$ cat config.mk
export PLATFORM = sky130hd
export DESIGN_NAME = serial_instr_loader_flat
export DESIGN_NICKNAME = d
export VERILOG_FILES = /design/src/rtl/serial_instr_loader_pkg.sv /design/src/rtl/serial_instr_loader_if.sv /design/src/rtl/serial_instr_loader_field_counter.sv /design/src/rtl/serial_instr_loader.sv /design/src/flat_wrapper.sv
export SDC_FILE = /design/constraint.sdc
export NUM_CORES = 1
export LEC_CHECK = 0
export ABC_AREA = 1
export BUFFER_PORTS_ARGS = -buffer_cell sky130_fd_sc_hd__buf_2
export CAP_MARGIN = 25
export CELL_PAD_IN_SITES_DETAIL_PLACEMENT = 1
export CELL_PAD_IN_SITES_GLOBAL_PLACEMENT = 2
export CORE_ASPECT_RATIO = 0.75
export CORE_MARGIN = 1.5
export CORE_UTILIZATION = 25
export DETAILED_ROUTE_END_ITERATION = 7
export PLACE_DENSITY = 0.73
export SETUP_SLACK_MARGIN = 0.05
export SLEW_MARGIN = 20
export SYNTH_ARGS = -nofsm -noshare
export SYNTH_HDL_FRONTEND = slang
export SYNTH_HIERARCHICAL = 1
export SYNTH_SLANG_ARGS = --single-unit
$ cat constraint.sdc
create_clock -name clk -period 1.85 [get_ports clk]
set_input_delay 0.185 -clock clk [delete_from_list [all_inputs] [get_ports clk]]
set_output_delay 0.185 -clock clk [all_outputs]
set_load 0.03 [all_outputs]
$ cat src/rtl/serial_instr_loader_pkg.sv
`default_nettype none
// ============================================================================
// Module      : serial_instr_loader_pkg
// Description : Shared constants for the serial instruction loader: FSM state
//               encoding, frame-mode codes, the bit-counter width helper and
//               the field-sequencing helper.
//               Optional feature macro: SERIAL_INSTR_LOADER_PARITY_EN
//               (adds the S_PAR state).
// Revision    : 1.0 - initial release
// ============================================================================
package serial_instr_loader_pkg;

  // FSM state encoding (3 bits, exported on the debug 'state' port)
  localparam logic [2:0] S_OP     = 3'd0;
  localparam logic [2:0] S_ADDR   = 3'd1;
  localparam logic [2:0] S_DATA   = 3'd2;
`ifdef SERIAL_INSTR_LOADER_PARITY_EN
  localparam logic [2:0] S_PAR    = 3'd3;
`endif
  localparam logic [2:0] S_COMMIT = 3'd4;

  // Frame modes carried in opcode[1:0]
  localparam logic [1:0] MODE_NOP  = 2'b00;
  localparam logic [1:0] MODE_ADDR = 2'b01;
  localparam logic [1:0] MODE_DATA = 2'b10;
  localparam logic [1:0] MODE_BOTH = 2'b11;

  // Counter width able to index every bit of the widest field.
  function automatic int cnt_width(input int op_w, input int addr_w, input int data_w);
    int m;
    m = op_w;
    if (addr_w > m) m = addr_w;
    if (data_w > m) m = data_w;
    return (m < 2) ? 1 : $clog2(m);
  endfunction

  // State that follows a completed field 'cur' for a frame of the given mode.
  function automatic logic [2:0] next_field_state(input logic [2:0] cur, input logic [1:0] mode);
    logic [2:0] nxt;
    nxt = S_COMMIT;
    case (cur)
      S_OP: begin
        case (mode)
          MODE_ADDR, MODE_BOTH: nxt = S_ADDR;
          MODE_DATA:            nxt = S_DATA;
          default:              nxt = S_COMMIT;
        endcase
      end
      S_ADDR:  nxt = (mode == MODE_BOTH) ? S_DATA : S_COMMIT;
      default: nxt = S_COMMIT;
    endcase
    return nxt;
  endfunction

endpackage
`default_nettype wire

$ cat src/rtl/serial_instr_loader_if.sv
`default_nettype none
// ============================================================================
// Module      : serial_instr_loader_if
// Description : Bus bundle between the bit-serial sender / downstream
//               registers and the serial instruction loader.
//               slave  : loader side (takes the serial stream, drives results)
//               master : environment side
//               Signals: bit_valid, bit_in, abort (to loader);
//               opcode, addr, data, addr_load, data_load, frame_done, busy,
//               overrun, state [, parity_err] (from loader).
//               Optional feature macro: SERIAL_INSTR_LOADER_PARITY_EN
//               (adds parity_err).
// Revision    : 1.0 - initial release
// ============================================================================
interface serial_instr_loader_if #(
  parameter int OP_W   = 2,
  parameter int ADDR_W = 8,
  parameter int DATA_W = 16
) ();
  logic              bit_valid;
  logic              bit_in;
  logic              abort;
  logic [OP_W-1:0]   opcode;
  logic [ADDR_W-1:0] addr;
  logic [DATA_W-1:0] data;
  logic              addr_load;
  logic              data_load;
  logic              frame_done;
  logic              busy;
  logic              overrun;
  logic [2:0]        state;
`ifdef SERIAL_INSTR_LOADER_PARITY_EN
  logic              parity_err;
`endif

  modport slave (
    input  bit_valid, bit_in, abort,
    output opcode, addr, data, addr_load, data_load, frame_done, busy, overrun, state
`ifdef SERIAL_INSTR_LOADER_PARITY_EN
    , output parity_err
`endif
  );

  modport master (
    output bit_valid, bit_in, abort,
    input  opcode, addr, data, addr_load, data_load, frame_done, busy, overrun, state
`ifdef SERIAL_INSTR_LOADER_PARITY_EN
    , input parity_err
`endif
  );
endinterface
`default_nettype wire

$ cat src/rtl/serial_instr_loader_field_counter.sv
`default_nettype none
// ============================================================================
// Module      : sil_field_counter
// Description : Bit counter shared by all serial fields. Counts enabled bits
//               and flags the last bit of a field whose width is supplied at
//               run time; wraps to zero on that bit.
//               Ports: clk, rst (async, active high), clr (sync clear),
//               en (count this cycle), field_w (current field width),
//               last (en && this bit is the final one of the field).
// Revision    : 1.0 - initial release
// ============================================================================
module sil_field_counter #(
  parameter int CNT_W = 4
) (
  input  wire logic             clk,
  input  wire logic             rst,
  input  wire logic             clr,
  input  wire logic             en,
  input  wire logic [CNT_W:0]   field_w,
  output logic                  last
);
  localparam logic [CNT_W:0]   C_ONE_W = (CNT_W+1)'(1);
  localparam logic [CNT_W-1:0] C_ONE   = CNT_W'(1);

  logic [CNT_W-1:0] cnt_q, cnt_d;

  assign last = en && ({1'b0, cnt_q} == (field_w - C_ONE_W));

  always_comb begin
    cnt_d = cnt_q;
    if (clr)     cnt_d = '0;
    else if (en) cnt_d = last ? '0 : (cnt_q + C_ONE);
  end

  always_ff @(posedge clk or posedge rst) begin
    if (rst) cnt_q <= '0;
    else     cnt_q <= cnt_d;
  end
endmodule
`default_nettype wire

$ cat src/rtl/serial_instr_loader.sv
`default_nettype none
// ============================================================================
// Module      : serial_instr_loader
// Description : Deserialises a framed bit stream (opcode, then optional
//               address and data fields, MSB first) and commits the fields
//               to registered outputs with one-cycle load strobes.
//               Ports: clk, rst (async, active high), bus (slave modport of
//               serial_instr_loader_if).
//               Optional feature macro: SERIAL_INSTR_LOADER_PARITY_EN
//               (even-parity bit after every field, parity_err pulse).
// Revision    : 1.0 - initial release
// ============================================================================
module serial_instr_loader
  import serial_instr_loader_pkg::*;
#(
  parameter int OP_W   = 2,
  parameter int ADDR_W = 8,
  parameter int DATA_W = 16
) (
  input  wire logic             clk,
  input  wire logic             rst,
  serial_instr_loader_if.slave  bus
);
  localparam int CNT_W = cnt_width(OP_W, ADDR_W, DATA_W);
  localparam logic [CNT_W:0] OP_LEN   = (CNT_W+1)'(OP_W);
  localparam logic [CNT_W:0] ADDR_LEN = (CNT_W+1)'(ADDR_W);
  localparam logic [CNT_W:0] DATA_LEN = (CNT_W+1)'(DATA_W);

  logic [2:0]        state_q, state_d;
  logic [OP_W-1:0]   op_sr_q, op_sr_d, opcode_q, opcode_d, op_shift;
  logic [ADDR_W-1:0] addr_sr_q, addr_sr_d, addr_q, addr_d;
  logic [DATA_W-1:0] data_sr_q, data_sr_d, data_q, data_d;
  logic              addr_load_q, addr_load_d, data_load_q, data_load_d;
  logic              frame_done_q, frame_done_d, overrun_q, overrun_d;
`ifdef SERIAL_INSTR_LOADER_PARITY_EN
  logic              par_q, par_d, parity_err_q, parity_err_d;
  logic [2:0]        field_q, field_d;
`endif

  logic              in_field, abort_now, cnt_en, field_last;
  logic [CNT_W:0]    field_w;

  // Abort is ignored while committing so a started commit always completes.
  assign in_field  = (state_q == S_OP) || (state_q == S_ADDR) || (state_q == S_DATA);
  assign abort_now = bus.abort && (state_q != S_COMMIT);
  assign cnt_en    = bus.bit_valid && in_field && !abort_now;
  assign op_shift  = OP_W'({op_sr_q, bus.bit_in});

  always_comb begin
    field_w = OP_LEN;
    case (state_q)
      S_ADDR:  field_w = ADDR_LEN;
      S_DATA:  field_w = DATA_LEN;
      default: field_w = OP_LEN;
    endcase
  end

  sil_field_counter #(.CNT_W(CNT_W)) u_cnt (
    .clk     (clk),
    .rst     (rst),
    .clr     (abort_now),
    .en      (cnt_en),
    .field_w (field_w),
    .last    (field_last)
  );

  // ---------------- state register ----------------
  always_ff @(posedge clk or posedge rst) begin
    if (rst) state_q <= S_OP;
    else     state_q <= state_d;
  end

  // ---------------- next-state logic ----------------
  always_comb begin
    state_d = state_q;
    if (abort_now) begin
      state_d = S_OP;
    end else begin
      case (state_q)
        S_OP, S_ADDR, S_DATA: begin
          if (field_last) begin
`ifdef SERIAL_INSTR_LOADER_PARITY_EN
            state_d = S_PAR;
`else
            // In S_OP the mode bits are only complete including this bit.
            state_d = next_field_state(state_q,
                        (state_q == S_OP) ? op_shift[1:0] : op_sr_q[1:0]);
`endif
          end
        end
`ifdef SERIAL_INSTR_LOADER_PARITY_EN
        S_PAR: begin
          if (bus.bit_valid)
            state_d = (bus.bit_in == par_q) ? next_field_state(field_q, op_sr_q[1:0]) : S_OP;
        end
`endif
        S_COMMIT: state_d = S_OP;
        default:  state_d = S_OP;
      endcase
    end
  end

  // ---------------- datapath / output logic ----------------
  always_comb begin
    op_sr_d      = op_sr_q;
    addr_sr_d    = addr_sr_q;
    data_sr_d    = data_sr_q;
    opcode_d     = opcode_q;
    addr_d       = addr_q;
    data_d       = data_q;
    addr_load_d  = 1'b0;
    data_load_d  = 1'b0;
    frame_done_d = 1'b0;
    overrun_d    = overrun_q | (bus.bit_valid && (state_q == S_COMMIT));
`ifdef SERIAL_INSTR_LOADER_PARITY_EN
    par_d        = par_q;
    field_d      = field_q;
    parity_err_d = 1'b0;
`endif
    if (abort_now) begin
      op_sr_d   = '0;
      addr_sr_d = '0;
      data_sr_d = '0;
`ifdef SERIAL_INSTR_LOADER_PARITY_EN
      par_d     = 1'b0;
`endif
    end else begin
      case (state_q)
        S_OP:   if (bus.bit_valid) op_sr_d   = op_shift;
        S_ADDR: if (bus.bit_valid) addr_sr_d = ADDR_W'({addr_sr_q, bus.bit_in});
        S_DATA: if (bus.bit_valid) data_sr_d = DATA_W'({data_sr_q, bus.bit_in});
`ifdef SERIAL_INSTR_LOADER_PARITY_EN
        S_PAR: begin
          if (bus.bit_valid) begin
            par_d = 1'b0;
            if (bus.bit_in != par_q) begin
              parity_err_d = 1'b1;
              op_sr_d      = '0;
              addr_sr_d    = '0;
              data_sr_d    = '0;
            end
          end
        end
`endif
        S_COMMIT: begin
          // opcode bit 0 selects an address field, bit 1 a data field
          opcode_d     = op_sr_q;
          frame_done_d = 1'b1;
          if (op_sr_q[0]) begin
            addr_d      = addr_sr_q;
            addr_load_d = 1'b1;
          end
          if (op_sr_q[1]) begin
            data_d      = data_sr_q;
            data_load_d = 1'b1;
          end
        end
        default: ;
      endcase
`ifdef SERIAL_INSTR_LOADER_PARITY_EN
      // Running parity of the field being received; remembers which field it was.
      if (in_field && bus.bit_valid) begin
        par_d   = par_q ^ bus.bit_in;
        field_d = state_q;
      end
`endif
    end
  end

  always_ff @(posedge clk or posedge rst) begin
    if (rst) begin
      op_sr_q      <= '0;
      addr_sr_q    <= '0;
      data_sr_q    <= '0;
      opcode_q     <= '0;
      addr_q       <= '0;
      data_q       <= '0;
      addr_load_q  <= 1'b0;
      data_load_q  <= 1'b0;
      frame_done_q <= 1'b0;
      overrun_q    <= 1'b0;
`ifdef SERIAL_INSTR_LOADER_PARITY_EN
      par_q        <= 1'b0;
      field_q      <= S_OP;
      parity_err_q <= 1'b0;
`endif
    end else begin
      op_sr_q      <= op_sr_d;
      addr_sr_q    <= addr_sr_d;
      data_sr_q    <= data_sr_d;
      opcode_q     <= opcode_d;
      addr_q       <= addr_d;
      data_q       <= data_d;
      addr_load_q  <= addr_load_d;
      data_load_q  <= data_load_d;
      frame_done_q <= frame_done_d;
      overrun_q    <= overrun_d;
`ifdef SERIAL_INSTR_LOADER_PARITY_EN
      par_q        <= par_d;
      field_q      <= field_d;
      parity_err_q <= parity_err_d;
`endif
    end
  end

  assign bus.opcode     = opcode_q;
  assign bus.addr       = addr_q;
  assign bus.data       = data_q;
  assign bus.addr_load  = addr_load_q;
  assign bus.data_load  = data_load_q;
  assign bus.frame_done = frame_done_q;
  assign bus.busy       = (state_q == S_COMMIT);
  assign bus.overrun    = overrun_q;
  assign bus.state      = state_q;
`ifdef SERIAL_INSTR_LOADER_PARITY_EN
  assign bus.parity_err = parity_err_q;
`endif
endmodule
`default_nettype wire

$ cat src/flat_wrapper.sv
// flat-port wrapper written by rule: the top's interface ports become plain ports
module serial_instr_loader_flat import serial_instr_loader_pkg::*;
#(
  parameter int OP_W   = 2,
  parameter int ADDR_W = 8,
  parameter int DATA_W = 16
)
  (clk, rst, bus_bit_valid, bus_bit_in, bus_abort, bus_opcode, bus_addr, bus_data, bus_addr_load, bus_data_load, bus_frame_done, bus_busy, bus_overrun, bus_state);
  serial_instr_loader_if #(.OP_W(OP_W), .ADDR_W(ADDR_W), .DATA_W(DATA_W)) bus_i ();
  input  wire logic clk;
  input  wire logic rst;
  input wire logic [$bits(bus_i.bit_valid)-1:0] bus_bit_valid;
  input wire logic [$bits(bus_i.bit_in)-1:0] bus_bit_in;
  input wire logic [$bits(bus_i.abort)-1:0] bus_abort;
  output wire logic [$bits(bus_i.opcode)-1:0] bus_opcode;
  output wire logic [$bits(bus_i.addr)-1:0] bus_addr;
  output wire logic [$bits(bus_i.data)-1:0] bus_data;
  output wire logic [$bits(bus_i.addr_load)-1:0] bus_addr_load;
  output wire logic [$bits(bus_i.data_load)-1:0] bus_data_load;
  output wire logic [$bits(bus_i.frame_done)-1:0] bus_frame_done;
  output wire logic [$bits(bus_i.busy)-1:0] bus_busy;
  output wire logic [$bits(bus_i.overrun)-1:0] bus_overrun;
  output wire logic [$bits(bus_i.state)-1:0] bus_state;
  assign bus_i.bit_valid = bus_bit_valid;
  assign bus_i.bit_in = bus_bit_in;
  assign bus_i.abort = bus_abort;
  assign bus_opcode = bus_i.opcode;
  assign bus_addr = bus_i.addr;
  assign bus_data = bus_i.data;
  assign bus_addr_load = bus_i.addr_load;
  assign bus_data_load = bus_i.data_load;
  assign bus_frame_done = bus_i.frame_done;
  assign bus_busy = bus_i.busy;
  assign bus_overrun = bus_i.overrun;
  assign bus_state = bus_i.state;
  serial_instr_loader #(.OP_W(OP_W), .ADDR_W(ADDR_W), .DATA_W(DATA_W)) u_core (.clk(clk), .rst(rst), .bus(bus_i));
endmodule
==> metrics.cfg, run 1 <==
[run_status]
status = finished, violations left
violations = negative setup slack

[sta]
hold_violations = 0
holdWs_ns = 0.181
rsz0062_at_grt = true
setup_viol = 7
finalMaxSlewViolations = 0
fin_crit_ns = 1.98
fin_crit_sh_pct = 107
maxClockFrequency_mhz = 505
fin_skew_ns = 0.00378
worst_slack_ns = -0.130

[drt]
drt-initial-drc-count = 62
drt-total-wl_mm = 7.01
vias = 2326
antenna_left = 0
viasPerCell = 4.24
drc = 0
first_pass_iters = 4
wl_per_cell_microns = 12.8

[global_routing]
antenna_found_initial = 0
grt_util_all_layers_pct = 12.7
grt_max_degree = 21
grt_pass1_vias = 2430
grt_pass1_wl_mm = 12.0
grt_overflow = 0

[finish]
final_cell_area_sq_mm = 0.00385
nets = 410
area_delta_synth_final_pct = 33.8
final_cells = 548
post_route_cells_drive_above_1_share_pct = 35.3
n_antenna_cell = 0

[pwr]
p_leak_nw = 1.99
swShare_pct = 24.4
p_seq_share_pct = 41.6
pwr-share-clk_pct = 49.6
power_switching_mw = 0.846
p_int_mw = 2.63
peakVddDrop_uv = 403
finalPower_mw = 3.47
combPwrFrac_pct = 8.8
powerDensity_mw_per_mm2 = 902

[worst_setup_path]
path_cells = nor3_4 > inv_2 > nand2_2 > inv_2 > clkinv_2 > ha_4 > nand2_2 > inv_2 > nor2_4 > nand3_2 > nor3_4 > inv_2 > nand2_2 > nand2_2 > a21oi_2
rrSetupSlack_ns = -0.13
max_stage_delay_ns = 0.46
cp.arrival_ns = 2.24
crit_path_start_kind = register
cp-end-kind = register
cp_slowest_cell = dfrtp_2
cp_max_fo = 4
crit_buf_inv = 5
required_ns = 2.11
critical_path.top_delay_family = simple AND/OR/NAND/NOR gates
worst-setup-path-type = register to register

[yosys]
async_reset_ff_share_pct = 100
synthesis.area_sq_mm = 0.00287
synth_edf_count = 0
ys_ff_latch = 63
yosysWarnings = 6
ys.flop_type = dfrtp_1
synth_top_area_share_pct = 54.9
yosysMostFrequentCell = nand2_1
postSynthAreaPerCell_sq_um = 8.84
synthCells = 325
ys_types = 29
synth_common_cells = nand2_1 (116), dfrtp_1 (63), inv_1 (37), nand3_1 (17), o21ai_2 (16)
synth.area.top_cells = dfrtp_1 (55%), nand2_1 (15%), o21ai_2 (4.9%)
seq_area_frac_synth_pct = 54.9
yosysTopAreaCell = dfrtp_1

[clock_network]
cts_buffers = 9
cts_tree = built
cts-root-buf = clkbuf_16
cts.clk_slew.worst_paths_ns = 0.05
cts.path.max_buffers = 2
clkSinkCount = 63
clock_latency_ns = 0.33
h-tree-depth = 3

[placement]
port_buffers = 38
dp.cells = 526
hpwl_mm = 5.03
routabilityCongestion = 0.863
placed_area_sq_mm = 0.00340

[flow_run]
drv_cap = 0

[floorplanning]
die-area_sq_mm = 0.0122
die_y_microns = 95.9
row_count = 33
start_util_pct = 26.0
die_x_microns = 127
core_sq_mm = 0.0111
ios = 39

[hold_path]
hold_path.class = input pin to register

==> final cells by class <==
class	count	area, sq um
fill	1322	7220
sequential	63	1580
multi-input combinational	214	1170
timing repair buffer	70	443
clock buffer	11	253
tap	140	175
inverter	45	173
clock inverter	5	56.3
==> per-layer routing <==
metal	vias up	wire length [microns]	track usage [%]
li1	1169	-	-
met4	0	101	4.55
met5	-	0	0
met3	12	263	4.28
met1	1111	3430	16.7
met2	34	3220	19.7
==> through the flow <==
stage                     setup TNS (ns)  setup slack (ns)  utilization, %
after CTS                         -0.738            -0.175            34.1
after detailed placement          -0.914            -0.244            30.8
after floorplan                   -0.322            -0.139               -
after global routing               -1.62            -0.265            34.8
after global placement            -0.304            -0.123            30.8
final                             -0.573            -0.130            34.8
==> state kept, by name, summed over array words and instances (netlist names) <==
register / cells
u_core/bus.data_load: 1
u_core/bus.addr_load: 1
u_core/op_sr_q: 2
u_core/data_sr_q: 16
u_core/bus.state: 3
u_core/bus.overrun: 1
u_core/addr_sr_q: 8
u_core/bus.data: 16
u_core/bus.addr: 8
u_core/bus.frame_done: 1
u_core/bus.opcode: 2
u_core/u_cnt/cnt_q: 4
==> timing repair <==
action,CTS,global route
endpoints found under the setup margin,7,13
pin swaps,5,5
buffers inserted,2,3
hold endpoints to repair,19,0
resized for setup,14,12
hold buffers,1,0
==> worst min-delay path: cells and delay by family <==
family,cells,cell delay (ns)
AO/OA/AOI/OAI,1,0.06
buffers and inverters,1,0.12
AND/OR/NAND/NOR,1,0.11
==> power by group through the flow <==
stage                     clock (mW)  sequential [mW]  combinational [mW]
after floorplan                    0             1.53               0.138
after global placement             0             1.47               0.288
after detailed placement           0             1.47               0.291
after CTS                       1.78             1.44               0.299
after global routing            1.82             1.45               0.337
final                           1.72             1.44               0.305
==> cell usage in the layout, fill, tap and decap left out, types with 4 or more instances in the layout <==
master and count:
nand3_2 4, conb_1 6, nand2_1 112, inv_1 30, o22ai_1 7, o21ai_1 10, dfrtp_1 60, buf_2 37
a21oi_1 5, o21ai_2 16, buf_4 30, nor2_1 7, inv_2 11, nand2_2 4, clkbuf_16 9, nor2_4 6
nand3_1 13
==> kinds of logic (layout without fill, tap and decap cells) <==
logic type / Yosys count / after routing / share of synthesized area, %
other: 1 / 6 / 0.130
AOI/OAI and AO/OA: 44 / 44 / 10.1
DFF: 63 / 63 / 54.9
buffers and inverters: 53 / 131 / 8.92
adders and majority gates: 2 / 2 / 0.871
and+or+nand+nor: 160 / 160 / 24.5
xor gates and xnor gates: 2 / 2 / 0.610
==> path summary, 6_finish.rpt <==
| check | startpoint | to | cells past startpoint |
|---|---|---|---|
| max | u_core/bus.state[2] | u_core/bus.state[2] | 15 |
| min in group asynchronous | rst | u_core/u_cnt/cnt_q[3] | 3 |
| max reg2reg | u_core/bus.state[2] | u_core/bus.state[2] | 15 |
| min | bus_bit_in | u_core/bus.state[0] | 3 |
| max in group asynchronous | rst | u_core/data_sr_q[0] | 4 |
| min reg2reg | u_core/bus.data[7] | u_core/bus.data[7] | 2 |
Note: power is estimated with default switching activity, not from simulation.
==> inputs of run 2 (changes only) <==
- PLACE_DENSITY: 0.73 -> 0.63
==> run 2 against run 1 <==
The flow still finishes with violations (negative setup slack). Via count rose by 1.5%. Maximum frequency rose by 3.2%. Hold slack got worse by 0.0016 ns. Die area did not move. Sequential share of layout area fell by 0.83 points. Design area rose by 2.0%. Combinational power rose by 2%. Total power barely moved. Worst setup slack improved by 0.062 ns. Critical path type unchanged. Largest cell class unchanged.
==> metrics.cfg, run 2 (same netlist as run 1, synthesis figures left out) <==
[clock_network]
clkSinkCount = 63  ; unchanged
cts_tree = built
cts.path.max_buffers = 2  ; unchanged
h-tree-depth = 3  ; unchanged
cts_buffers = 9  ; unchanged
clock_latency_ns = 0.33  ; about the same
cts-root-buf = clkbuf_16
cts.clk_slew.worst_paths_ns = 0.05  ; about the same

[pwr]
power_switching_mw = 0.809  ; -4.4%
combPwrFrac_pct = 9.0  ; +0.2 points
swShare_pct = 23.3  ; -1.1 points
pwr-share-clk_pct = 49.5  ; about the same
p_seq_share_pct = 41.6  ; about the same
powerDensity_mw_per_mm2 = 885  ; -1.9%
peakVddDrop_uv = 402  ; -0.40%
p_int_mw = 2.67  ; +1.5%
p_leak_nw = 2.04  ; +2.3%

[sta]
maxClockFrequency_mhz = 521  ; +3.2%
fin_skew_ns = 0.00202  ; -0.00176 ns
setup_viol = 7  ; unchanged
fin_crit_ns = 1.92  ; -0.0619 ns
fin_crit_sh_pct = 104  ; -3.3 points
rsz0062_at_grt = true
finalMaxSlewViolations = 0  ; unchanged
hold_violations = 0  ; unchanged
worst_slack_ns = -0.0681  ; +0.0619 ns

[worst_setup_path]
cp-end-kind = register
worst-setup-path-type = register to register
r2r_end = u_core/bus.state[0]
crit_path_start_kind = register
reg2reg_depth = 15  ; unchanged
path_cells = nor3_4 > inv_2 > nand2_2 > inv_2 > inv_4 > ha_4 > inv_2 > nand2_2 > nand2_2 > nand2_2 > nand2_4 > nor3_4 > buf_4 > nand4_1 > a21oi_1
critical_path.top_delay_family = simple AND/OR/NAND/NOR gates
rrSetupSlack_ns = -0.07  ; +0.06 ns
required_ns = 2.10  ; about the same
crit_buf_inv = 5  ; unchanged
r2r-start = u_core/bus.state[0]
cp_max_fo = 4  ; unchanged
max_stage_delay_ns = 0.44  ; -0.02 ns
cp.arrival_ns = 2.16  ; -0.08 ns
cp_common_cell = nand2_2
cp_slowest_cell = dfrtp_2

[global_routing]
grt_overflow = 0  ; unchanged
grt_max_degree = 29  ; +38%
grt_pass1_vias = 2515  ; +3.5%
grt_pass1_wl_mm = 12.5  ; +4.7%
grt_util_all_layers_pct = 13.5  ; +0.80 points
antenna_found_initial = 0  ; unchanged

[finish]
final_cell_mix = nand2_1 (106), dfrtp_1 (60), buf_2 (37)
nets = 418  ; +2.0%
n_antenna_cell = 0  ; unchanged
area_delta_synth_final_pct = 36.6
fill_cells = 1316  ; -0.45%
post_route_cells_drive_above_1_share_pct = 37.5  ; +2.2 points
register_area_sq_mm = 0.00158  ; unchanged
multi_input_area_sq_mm = 0.00117  ; +0.32%
final_cells = 556  ; +1.5%
final_cell_area_sq_mm = 0.00393  ; +2.0%
final_common_cell = nand2_1

[hold_path]
min_from = bus_bit_in
hold_path_end = u_core/bus.state[0]
hold_path.class = input pin to register
hold_path_depth = 3  ; unchanged

[drt]
wl_per_cell_microns = 13.0  ; +1.8%
vias = 2362  ; +1.5%
drc = 0  ; unchanged
drt-total-wl_mm = 7.24  ; +3.3%
viasPerCell = 4.25  ; about the same
first_pass_iters = 4  ; unchanged
drt-initial-drc-count = 91  ; +47%
antenna_left = 0  ; unchanged

[floorplanning]
ios = 39  ; unchanged
die_x_microns = 127  ; unchanged
core_sq_mm = 0.0111  ; unchanged
die_y_microns = 95.9  ; unchanged
row_count = 33  ; unchanged
start_util_pct = 26.0  ; unchanged
die-area_sq_mm = 0.0122  ; unchanged

[run_status]
status = finished, violations left
violations = negative setup slack

[placement]
port_buffers = 38  ; unchanged
dp.cells = 524  ; -0.38%
hpwl_mm = 5.20  ; +3.5%
routabilityCongestion = 0.778  ; -9.8%
placed_area_sq_mm = 0.00340  ; about the same

[flow_run]
drv_cap = 0  ; unchanged

==> run 2: repair_timing <==
| item | 4_1_cts | 5_1_grt |
|---|---|---|
| setup buffers | 12 | 3 |
| hold buffers | 1 | 0 |
| resized for setup | 11 | 20 |
| pin swaps | 5 | 5 |
| setup endpoints to repair | 7 | 11 |
| endpoints found under the hold margin | 21 | 0 |
==> run 2: final cells by class <==
class,instances,area share [%]
Sequential cell,63,40.3
Multi-Input combinational cell,214,29.8
Timing Repair Buffer,78,13.1
Clock buffer,13,6.89
Tap cell,140,4.46
Inverter,45,4.43
Clock inverter,3,1.02
==> run 2: how the worst max path moves through the flow <==
stage	slack, ns	cells past startpoint	to	from
final	-0.07	15	u_core/bus.state[0]	u_core/bus.state[0]
after global routing	-0.22	14	u_core/bus.state[0]	u_core/bus.state[0]
after CTS	-0.08	15	u_core/bus.state[1]	u_core/bus.state[0]
after detailed placement	-0.25	16	u_core/bus.state[1]	u_core/bus.state[1]
after global placement	-0.08	16	u_core/bus.state[1]	u_core/bus.state[1]
after floorplan	-0.14	16	u_core/bus.state[1]	u_core/bus.state[1]
==> run 2: power groups by stage <==
stage                     clock network, mW  registers (mW)  logic (mW)
after floorplan                           0            1.53       0.138
after global placement                    0            1.47       0.294
after detailed placement                  0            1.47       0.295
after CTS                              1.78            1.44       0.308
after global routing                   1.84            1.45       0.344
final                                  1.72            1.44       0.311
==> run 2: routing by layer <==
metal / global-route usage (%) / vias up / routed length, microns
met1: 18.7 / 1135 / 3780
met4: 4.26 / 0 / 78
li1: - / 1179 / -
met2: 20.2 / 38 / 3100
met5: 0 / - / 0
met3: 4.39 / 10 / 293
==> run 2: per-stage QoR <==
step | util [%] | hold slack, ns | worst slack (ns) | total power [mW] | TNS [ns]
after detailed placement | 30.7 | 0.0963 | -0.247 | 1.76 | -0.781
after global routing | 35.5 | 0.171 | -0.219 | 3.63 | -1.31
final | 35.5 | 0.179 | -0.0681 | 3.47 | -0.355
after floorplan | - | -0.0489 | -0.139 | 1.66 | -0.322
after CTS | 34.8 | 0.154 | -0.0764 | 3.53 | -0.198
after global placement | 30.7 | 0.0936 | -0.0799 | 1.76 | -0.184
==> run 2: tightest hold or removal path, cell delays in order <==
cell	delay [ns]
buf_2	0.13
nand4_1	0.09
a21oi_1	0.06
